<file path="src/rtl/iter_right_shifter.sv">
// iter_right_shifter: multi-cycle right shifter (logical/arithmetic) with a
// start/done handshake. The result appears on out_data only on completion.
// Optional build macro ITER_SHIFT_FAST_EN: shift two bits per edge while
// at least two remain, otherwise one; results are unchanged, latency halves.
module iter_right_shifter #(
  parameter int unsigned WIDTH   = 32,
  parameter int unsigned SHAMT_W = 5
) (
  input  logic               clk,
  input  logic               rst_n,
  input  logic               start,
  input  logic [WIDTH-1:0]   in_data,
  input  logic [SHAMT_W-1:0] shamt,
  input  logic               arith,
  output logic               busy,
  output logic               done,
  output logic [WIDTH-1:0]   out_data
);

  typedef enum logic [1:0] {
    IDLE  = 2'd0,
    SHIFT = 2'd1,
    DONE  = 2'd2
  } state_t;

  state_t             state_q, state_d;
  logic [WIDTH-1:0]   work_q, work_d;
  logic [WIDTH-1:0]   out_q, out_d;
  logic [SHAMT_W-1:0] count_q, count_d;
  logic               fill_q, fill_d;
  logic               done_q, done_d;
  logic               busy_q, busy_d;

  logic [WIDTH-1:0]   shifted;
  logic [SHAMT_W-1:0] count_next;
  logic               last_step;

  // One shift step of the work register and whether it finishes the operation
  always_comb begin
    shifted    = {fill_q, work_q[WIDTH-1:1]};
    count_next = count_q - SHAMT_W'(1);
    last_step  = (count_q == SHAMT_W'(1));
`ifdef ITER_SHIFT_FAST_EN
    if (count_q >= SHAMT_W'(2)) begin
      shifted    = {{2{fill_q}}, work_q[WIDTH-1:2]};
      count_next = count_q - SHAMT_W'(2);
      last_step  = (count_q == SHAMT_W'(2));
    end
`endif
  end

  // Next-state and next-register values
  always_comb begin
    state_d = state_q;
    work_d  = work_q;
    out_d   = out_q;
    count_d = count_q;
    fill_d  = fill_q;
    done_d  = 1'b0;
    unique case (state_q)
      IDLE: begin
        if (start) begin
          work_d  = in_data;
          count_d = shamt;
          fill_d  = arith & in_data[WIDTH-1];
          if (shamt == '0) begin
            // Zero shift completes straight away with the operand itself
            out_d   = in_data;
            done_d  = 1'b1;
            state_d = DONE;
          end else begin
            state_d = SHIFT;
          end
        end
      end
      SHIFT: begin
        work_d  = shifted;
        count_d = count_next;
        if (last_step) begin
          out_d   = shifted;
          done_d  = 1'b1;
          state_d = DONE;
        end
      end
      DONE: begin
        state_d = IDLE;
      end
      default: begin
        state_d = IDLE;
      end
    endcase
    busy_d = (state_d != IDLE);
  end

  // All state and registered outputs
  always_ff @(posedge clk or negedge rst_n) begin
    if (!rst_n) begin
      state_q <= IDLE;
      work_q  <= '0;
      out_q   <= '0;
      count_q <= '0;
      fill_q  <= 1'b0;
      done_q  <= 1'b0;
      busy_q  <= 1'b0;
    end else begin
      state_q <= state_d;
      work_q  <= work_d;
      out_q   <= out_d;
      count_q <= count_d;
      fill_q  <= fill_d;
      done_q  <= done_d;
      busy_q  <= busy_d;
    end
  end

  assign busy     = busy_q;
  assign done     = done_q;
  assign out_data = out_q;

endmodule

</file>
<file path="config.mk">
export PLATFORM = sky130hd
export DESIGN_NAME = iter_right_shifter
export DESIGN_NICKNAME = d
export VERILOG_FILES = /design/src/rtl/iter_right_shifter.sv
export SDC_FILE = /design/constraint.sdc
export NUM_CORES = 1
export LEC_CHECK = 0
export CAP_MARGIN = 40
export CORE_MARGIN = 8
export CORE_UTILIZATION = 50
export CTS_CLUSTER_SIZE = 24
export DETAILED_ROUTE_END_ITERATION = 16
export PLACE_DENSITY = 0.9
export SLEW_MARGIN = 5
export SYNTH_ARGS = -nofsm -noshare
export SYNTH_HDL_FRONTEND = slang
export SYNTH_SLANG_ARGS = --single-unit
</file>
<file path="constraint.sdc">
create_clock -name clk -period 2.1 [get_ports clk]
set_input_delay 0.42 -clock clk [delete_from_list [all_inputs] [get_ports clk]]
set_output_delay 0.42 -clock clk [all_outputs]
set_load 0.02 [all_outputs]
</file>
==> Implementation_results.wiki, run 1 <==
{| class="wikitable"
! Metric !! Value
|-
| Horizontal extent of the die || 96.7 µm
|-
| Floorplan row count || 29
|-
| Number of setup buffers added after CTS || 0
|-
| Top cell type's share of synthesized area || 0.561
|-
| Clock slew at reported path FFs || 0.08 ns
|-
| Grt met3 use || 0.0413
|-
| Worst R2R Path Depth || 7
|-
| Share of final-layout standard cells stronger than drive strength 1 || 0.209
|-
| Clock Tree Root || sky130_fd_sc_hd__clkbuf_8
|-
| WL per Instance || 16.5 µm
|-
| Number of sinks driven by the clock tree || 73
|-
| Detailed-router iteration count before antenna repair || 4
|-
| Total placed instance area || 4160 µm²
|-
| Largest cells by area after synthesis || sky130_fd_sc_hd__dfrtp_1 (56%), sky130_fd_sc_hd__mux2_2 (16%), sky130_fd_sc_hd__nand2_1 (9.0%)
|-
| Clock tree from TritonCTS || yes
|-
| Grt met2 use || 0.267
|-
| Number of buffers added by the clock tree synthesis step || 9
|-
| Start of the worst register-to-register path || count_q[1]$_DFFE_PN0P_
|-
| Post-detailed-route count of antenna-violating nets || 0
|-
| Type of the worst setup path || reg2reg
|-
| Cell type with the highest aggregate area in the netlist || sky130_fd_sc_hd__dfrtp_1
|-
| Remaining routing DRC violations || 0
|-
| Hold Buf Count CTS || 0
|-
| Number of gates resized after CTS || 0
|-
| Sum of net half-perimeters after detailed placement || 5260 µm
|-
| Weighted congestion reported at the end of routability-driven placement || 0.794
|-
| Number of pins exceeding their max-slew limit in the final report || 0
|-
| Signal arrival time at the worst endpoint || 2.22 ns
|-
| Synthesized area per cell || 11.3 µm²
|-
| Area of the mapped netlist || 3260 µm²
|-
| Hold Fails Final Rpt || 0
|-
| Final Critical Period || 2.00 ns
|-
| Core box area || 6310 µm²
|-
| Post-detailed-route via-to-cell ratio || 5.28
|-
| Longest Clk Path Bufs || 2
|-
| Number of global-route vias before repair || 2574
|-
| Post-route cell area || 4380 µm²
|-
| Warning count from the yosys run || 0
|-
| Element type at the critical path end || register
|-
| Number of buffers added on ports || 74
|-
| Final cycle utilization of the critical path || 0.952
|-
| Worst-margin pin slew || 0.406 ns
|-
| Power Dens Cells || 1590 nW/µm²
|-
| Die area || 9350 µm²
|-
| Clock Latency Late Sink || 0.34 ns
|-
| Endpoint of the worst register-to-register path || out_data[16]$_DFFE_PN0P_
|-
| ANT cells || 0
|-
| Worst path required time || 2.32 ns
|-
| Initial antenna violation count || 0
|-
| Status || completed
|-
| Fill cells || 477
|-
| Effective utilization at floorplan || 0.516
|-
| Slew headroom || 0.729
|-
| H-tree depth reported by CTS || 3
|-
| Worst hold slack across all endpoints || 0.00133 ns
|-
| IR drop worst, VDD || 0.849 mV
|-
| Static Leak || 2.00 nW
|-
| Overall power of the completed layout || 0.00698 W
|-
| Setup Skew || 0.00867 ns
|-
| Global-route wire length before repair || 12600 µm
|-
| Count of state elements after synthesis || 73
|-
| Max Fanout on Critical Path || 26
|-
| Overall fraction of global-route tracks in use || 0.164
|-
| Sum of routed wire length over all layers || 7460 µm
|-
| Register-to-register path setup slack || 0.10 ns
|-
| Total gr overflow || 0
|-
| Relative area change from synthesis to final layout || 34.6%
|-
| Class of the worst hold path || in2async
|-
| Number of I/O pins || 75
|-
| Layout net count || 412
|-
| Max-cap viol count || 0
|-
| Grt met1 use || 0.192
|-
| Final setup TNS || 0 ns
|-
| RSZ-0062 raised after global routing || no
|-
| Most used routing layer in global routing || met2
|-
| Critical Path Source Type || register
|-
| Number of setup violations in the final report || 0
|-
| Highest-count cells in the layout ignoring fill and taps || sky130_fd_sc_hd__nand2_1 (78), sky130_fd_sc_hd__dfrtp_1 (73), sky130_fd_sc_hd__clkdlybuf4s50_1 (73)
|-
| Max Fclk || 500 MHz
|-
| Maximum number of pins on one net before global-route repair || 44
|-
| 1st-iter DRT viols || 97
|-
| Overall via count from detail_route || 2381
|-
| Number of standard cells after synthesis || 288
|-
| Post-Synthesis Net Count || 331
|-
| Die Y || 96.7 µm
|-
| Share of synthesized area occupied by flip-flops and latches || 0.561
|-
| Count of distinct cell types in the synthesized netlist || 33
|-
| Most common cell after layout, fill and taps aside || sky130_fd_sc_hd__nand2_1
|}
## worst max path at each step
stage                           start                  endpoint  slack [ns]  cells past startpoint
2_1_floorplan  count_q[1]$_DFFE_PN0P_  out_data[10]$_DFFE_PN0P_        0.21                      7
6_report       count_q[1]$_DFFE_PN0P_  out_data[16]$_DFFE_PN0P_        0.10                      7
5_1_grt        count_q[1]$_DFFE_PN0P_  out_data[13]$_DFFE_PN0P_      0.0003                      7
3_3_place_gp                 shamt[3]  out_data[30]$_DFFE_PN0P_        -0.1                      7
3_5_place_dp                 shamt[3]  out_data[27]$_DFFE_PN0P_       -0.21                      7
4_1_cts        count_q[1]$_DFFE_PN0P_  out_data[27]$_DFFE_PN0P_        0.07                      8
## metrics by stage
step / instances / utilization / setup WS (ns)
5_1_grt: 451 / 0.694 / 0.000282
3_3_place_gp: 435 / 0.659 / -0.0965
2_1_floorplan: 288 / - / 0.206
3_5_place_dp: 435 / 0.659 / -0.207
4_1_cts: 451 / 0.694 / 0.0687
6_report: 451 / 0.694 / 0.102
## layout make-up
type,count,area (µm²),area share
flip-flops and latches,73,1830,0.417
multi-input cells,187,1320,0.300
repair buffers,85,875,0.200
clock buffers,11,141,0.0323
well taps,77,96.3,0.0220
clock inverters,5,78.8,0.0180
inverters,13,48.8,0.0111
## power breakdown
group	switching, W	total [W]	internal (W)	leakage (nW)
logic	0.00160	0.00326	0.00165	1.01
registers	0.000409	0.00252	0.00211	0.877
clock network	0.000503	0.00120	0.000700	0.113
total	0.00251	0.00698	0.00446	2.00
## cells by family after synthesis
| logic type | synth area share |
|---|---|
| buf+inv | 0.0407 |
| mux | 0.217 |
| fa+ha+maj | 0.00768 |
| compound gates | 0.0576 |
| simple gates | 0.113 |
| flops | 0.561 |
| xor+xnor | 0.00269 |
## synth_stat cells, drive strengths merged
master / instances
nand4b: 1
o21ai: 14
o31ai: 1
a21oi: 4
o22a: 3
nor2: 2
inv: 13
a31oi: 1
nor3: 2
buf: 7
ha: 2
a221oi: 1
nand2b: 2
a211oi: 1
or4: 1
dfrtp: 73
a21boi: 1
mux2i: 19
clkbuf: 8
xor2: 1
nand2: 78
mux2: 46
nor2b: 1
nor4b: 1
o211a: 1
nand3: 2
o22ai: 2
## sequential cells by signal, summed over array words and instances (netlist names)
signal / count
fill_q: 1
work_q: 31
count_q: 5
busy: 1
out_data: 32
done: 1
state_q: 2
## layer usage
layer  up-vias  wire length [µm]
met3        10               392
met4         0               142
met2        59              3730
met1      1177              3190
li1       1135                 -
met5         -                 0
## critical path, stage by stage (launching register included)
cell and delay (ns):
sky130_fd_sc_hd__dfrtp_1 0.39, sky130_fd_sc_hd__inv_1 0.10, sky130_fd_sc_hd__ha_1 0.16, sky130_fd_sc_hd__nand2_1 0.05, sky130_fd_sc_hd__or4_4 0.44, sky130_fd_sc_hd__a21oi_4 0.16, sky130_fd_sc_hd__buf_12 0.20, sky130_fd_sc_hd__mux2_2 0.36
No activity file was read; power rests on OpenSTA's default activity.
==> inputs of run 2 (changes only) <==
--- a/config.mk
+++ b/config.mk
@@ -11,7 +11,7 @@
 export CTS_CLUSTER_SIZE = 24
 export DETAILED_ROUTE_END_ITERATION = 16
 export PLACE_DENSITY = 0.9
-export SLEW_MARGIN = 5
+export SLEW_MARGIN = 10
 export SYNTH_ARGS = -nofsm -noshare
 export SYNTH_HDL_FRONTEND = slang
 export SYNTH_SLANG_ARGS = --single-unit
==> constraint.sdc (replaced) <==
create_clock -name clk -period 2.1 [get_ports clk]
set_input_delay 0.525 -clock clk [delete_from_list [all_inputs] [get_ports clk]]
set_output_delay 0.525 -clock clk [all_outputs]
set_load 0.02 [all_outputs]
==> run 2 against run 1 <==
Clock power hardly changed; worst setup slack got worse by 0.048 ns; hold slack improved by 0.12 ns; critical path depth fell by 1; combinational power barely moved; sequential power barely moved; die area did not move; cell area up 0.20%; sequential cell count is the same; critical path type is now in2reg.
==> Implementation_results.wiki, run 2 (synthesized netlist as in run 1, its figures left out) <==
{| class="wikitable"
! Metric !! Value
|-
| Share of final-layout standard cells stronger than drive strength 1 || 0.213 (+0.00478)
|-
| Max Fclk || 489 MHz (-2.4%)
|-
| Maximum number of pins on one net before global-route repair || 40 (-9.1%)
|-
| Final core utilization || 0.696 (+0.00139)
|-
| Endpoint of the worst register-to-register path || out_data[8]$_DFFE_PN0P_
|-
| Post-detailed-route count of antenna-violating nets || 0 (unchanged)
|-
| Fill cells || 486 (+1.9%)
|-
| IR drop worst, VDD || 0.874 mV (+2.9%)
|-
| Die area || 9350 µm² (unchanged)
|-
| Horizontal extent of the die || 96.7 µm (unchanged)
|-
| Detailed-router iteration count before antenna repair || 4 (unchanged)
|-
| Least setup slack across all paths after layout || 0.0534 ns (-0.0482 ns)
|-
| Critical Path Source Type || input pin
|-
| Sum of net half-perimeters after detailed placement || 5180 µm (-1.6%)
|-
| Type of the worst setup path || in2reg
|-
| Worst path required time || 2.32 ns (about the same)
|-
| Hold Fails Final Rpt || 0 (unchanged)
|-
| Flip-flop count of the largest register, all copies and words added || 32 (unchanged)
|-
| Highest-count cells in the layout ignoring fill and taps || sky130_fd_sc_hd__nand2_1 (78), sky130_fd_sc_hd__dfrtp_1 (73), sky130_fd_sc_hd__clkdlybuf4s50_1 (73)
|-
| WL per Instance || 16.2 µm (-2.0%)
|-
| Worst R2R Path Depth || 7 (unchanged)
|-
| Total gr overflow || 0 (unchanged)
|-
| Overall fraction of global-route tracks in use || 0.165 (+0.00121)
|-
| Weighted congestion reported at the end of routability-driven placement || 0.778 (-2.0%)
|-
| Sum of routed wire length over all layers || 7320 µm (-1.8%)
|-
| Critical path's top delay family || buffers and inverters
|-
| 1st-iter DRT viols || 73 (-25%)
|-
| Initial antenna violation count || 0 (unchanged)
|-
| Register-to-register path setup slack || 0.12 ns (+0.02 ns)
|-
| Switching power as a share of total power || 0.360 (-0.000470)
|-
| Slowest Stage Delay on Critical Path || 0.44 ns (about the same)
|-
| Clock tree from TritonCTS || yes
|-
| Remaining routing DRC violations || 0 (unchanged)
|-
| Reported net switching power || 0.00249 W (-0.78%)
|-
| Most common cell after layout, fill and taps aside || sky130_fd_sc_hd__nand2_1
|-
| RSZ-0062 raised after global routing || no
|-
| Status || completed
|-
| Number of setup violations in the final report || 0 (unchanged)
|-
| Overall via count from detail_route || 2358 (-0.97%)
|-
| Slew headroom || 0.698 (-0.0307)
|-
| Power Dens Cells || 1580 nW/µm² (-0.84%)
|-
| Max Fanout on Critical Path || 24 (-7.7%)
|-
| Element type at the critical path end || register
|-
| Number of I/O pins || 75 (unchanged)
|-
| Hold Buf Count CTS || 0 (unchanged)
|-
| Number of sinks driven by the clock tree || 73 (unchanged)
|-
| Layout net count || 413 (+0.24%)
|-
| Overall power of the completed layout || 0.00693 W (-0.65%)
|-
| Signal arrival time at the worst endpoint || 2.27 ns (+0.05 ns)
|-
| Post-detailed-route via-to-cell ratio || 5.22 (-1.2%)
|-
| Final Critical Period || 2.05 ns (+0.0482 ns)
|-
| Effective utilization at floorplan || 0.516 (unchanged)
|-
| Longest Clk Path Bufs || 2 (unchanged)
|-
| Combinational share of power || 0.466 (about the same)
|-
| Post-placement setup slack || -0.273 ns (-0.0660 ns)
|-
| Class of the worst hold path || in2async
|-
| Core box area || 6310 µm² (unchanged)
|-
| ANT cells || 0 (unchanged)
|-
| Number of setup buffers added after CTS || 0 (unchanged)
|-
| Master of the slowest instance on the critical path || sky130_fd_sc_hd__clkdlybuf4s50_1
|-
| Placed insts || 436 (+0.23%)
|-
| Max-cap viol count || 0 (unchanged)
|-
| Number of buffers added by the clock tree synthesis step || 9 (unchanged)
|-
| H-tree depth reported by CTS || 3 (unchanged)
|-
| Floorplan row count || 29 (unchanged)
|-
| Final cycle utilization of the critical path || 0.975 (+0.0229)
|-
| Buffer and inverter count on the worst path || 2 (unchanged)
|-
| Clock slew at reported path FFs || 0.08 ns (about the same)
|-
| Number of pins exceeding their max-slew limit in the final report || 0 (unchanged)
|-
| Die Y || 96.7 µm (unchanged)
|-
| Number of gates resized after CTS || 0 (unchanged)
|-
| Non-Filler Instances || 452 (+0.22%)
|-
| Relative area change from synthesis to final layout || 34.8%
|-
| Number of buffers added on ports || 74 (unchanged)
|-
| Global-route wire length before repair || 12800 µm (+2.0%)
|-
| Power share of the clock group || 0.173 (about the same)
|-
| Int Power || 0.00444 W (-0.57%)
|-
| Number of global-route vias before repair || 2603 (+1.1%)
|-
| Start of the worst register-to-register path || count_q[1]$_DFFE_PN0P_
|-
| Share of total power in sequential cells || 0.362 (about the same)
|-
| Setup Skew || 0.0122 ns (+0.00357 ns)
|-
| Final setup TNS || 0 ns (unchanged)
|-
| Worst-margin pin slew || 0.452 ns (+0.0460 ns)
|-
| Clock Tree Root || sky130_fd_sc_hd__clkbuf_8
|-
| Clock Latency Late Sink || 0.34 ns (about the same)
|-
| List of cells traversed by the critical path || clkdlybuf4s50_1 > nor3_1 > nand4b_1 > a21oi_4 > buf_12 > mux2_2
|-
| Static Leak || 2.01 nW (+0.12%)
|}
[run 2: changes by cell type in the layout (fill, tap and decap cells not counted), sizes merged]
cell,change
clkinv,-2
bufinv,-1
buf,+1
clkinvlp,+1
clkbuf,+2
[run 2: worst max-delay path by stage]
stage                           startpoint                  endpoint  slack [ns]  cells after the start
CTS                               shamt[3]  out_data[20]$_DFFE_PN0P_        0.08                      6
floorplan           count_q[1]$_DFFE_PN0P_  out_data[10]$_DFFE_PN0P_        0.21                      7
detailed placement                shamt[3]   out_data[8]$_DFFE_PN0P_       -0.27                      6
global route                      shamt[3]  out_data[28]$_DFFE_PN0P_        0.01                      7
global placement                  shamt[3]  out_data[17]$_DFFE_PN0P_       -0.24                      6
finish                            shamt[3]   out_data[8]$_DFFE_PN0P_        0.05                      6
[run 2: routing by layer]
| layer | GRT usage | share of wire |
|---|---|---|
| met5 | 0 | 0 |
| met4 | 0.0746 | 0.015 |
| met3 | 0.0441 | 0.044 |
| met2 | 0.269 | 0.51 |
| met1 | 0.199 | 0.43 |
[run 2: cell type report]
cell class / count / area [µm²] / share of cell area
Multi-Input combinational cell: 187 / 1320 / 0.300
Tap cell: 77 / 96.3 / 0.0219
Clock inverter: 3 / 46.3 / 0.0105
Timing Repair Buffer: 86 / 878 / 0.200
Inverter: 13 / 48.8 / 0.0111
Clock buffer: 13 / 179 / 0.0407
Sequential cell: 73 / 1830 / 0.416
[run 2: worst register-to-register path, delay by kind of cell (launching register included)]
family | cells | cell delay (ns)
AND/OR/NAND/NOR | 2 | 0.50
flip-flops | 1 | 0.40
buffers and inverters | 2 | 0.30
AO/OA/AOI/OAI | 1 | 0.16
adder cells (fa/ha/maj) | 1 | 0.15
multiplexers | 1 | 0.37
[run 2: metrics by stage]
| step | hold slack, ns | cell area, µm² |
|---|---|---|
| 2_1_floorplan | 0.229 | 3260 |
| 3_3_place_gp | 0.451 | 4170 |
| 3_5_place_dp | 0.462 | 4170 |
| 4_1_cts | 0.130 | 4390 |
| 5_1_grt | 0.131 | 4390 |
| 6_report | 0.122 | 4390 |
[run 2: power by group through the flow]
stage / Sequential [W] / Clock, W / Combinational (W)
2_1_floorplan: 0.00285 / 0 / 0.00165
3_3_place_gp: 0.00249 / 0 / 0.00315
3_5_place_dp: 0.00253 / 0 / 0.00326
4_1_cts: 0.00251 / 0.00123 / 0.00327
5_1_grt: 0.00260 / 0.00129 / 0.00355
6_report: 0.00251 / 0.00120 / 0.00323
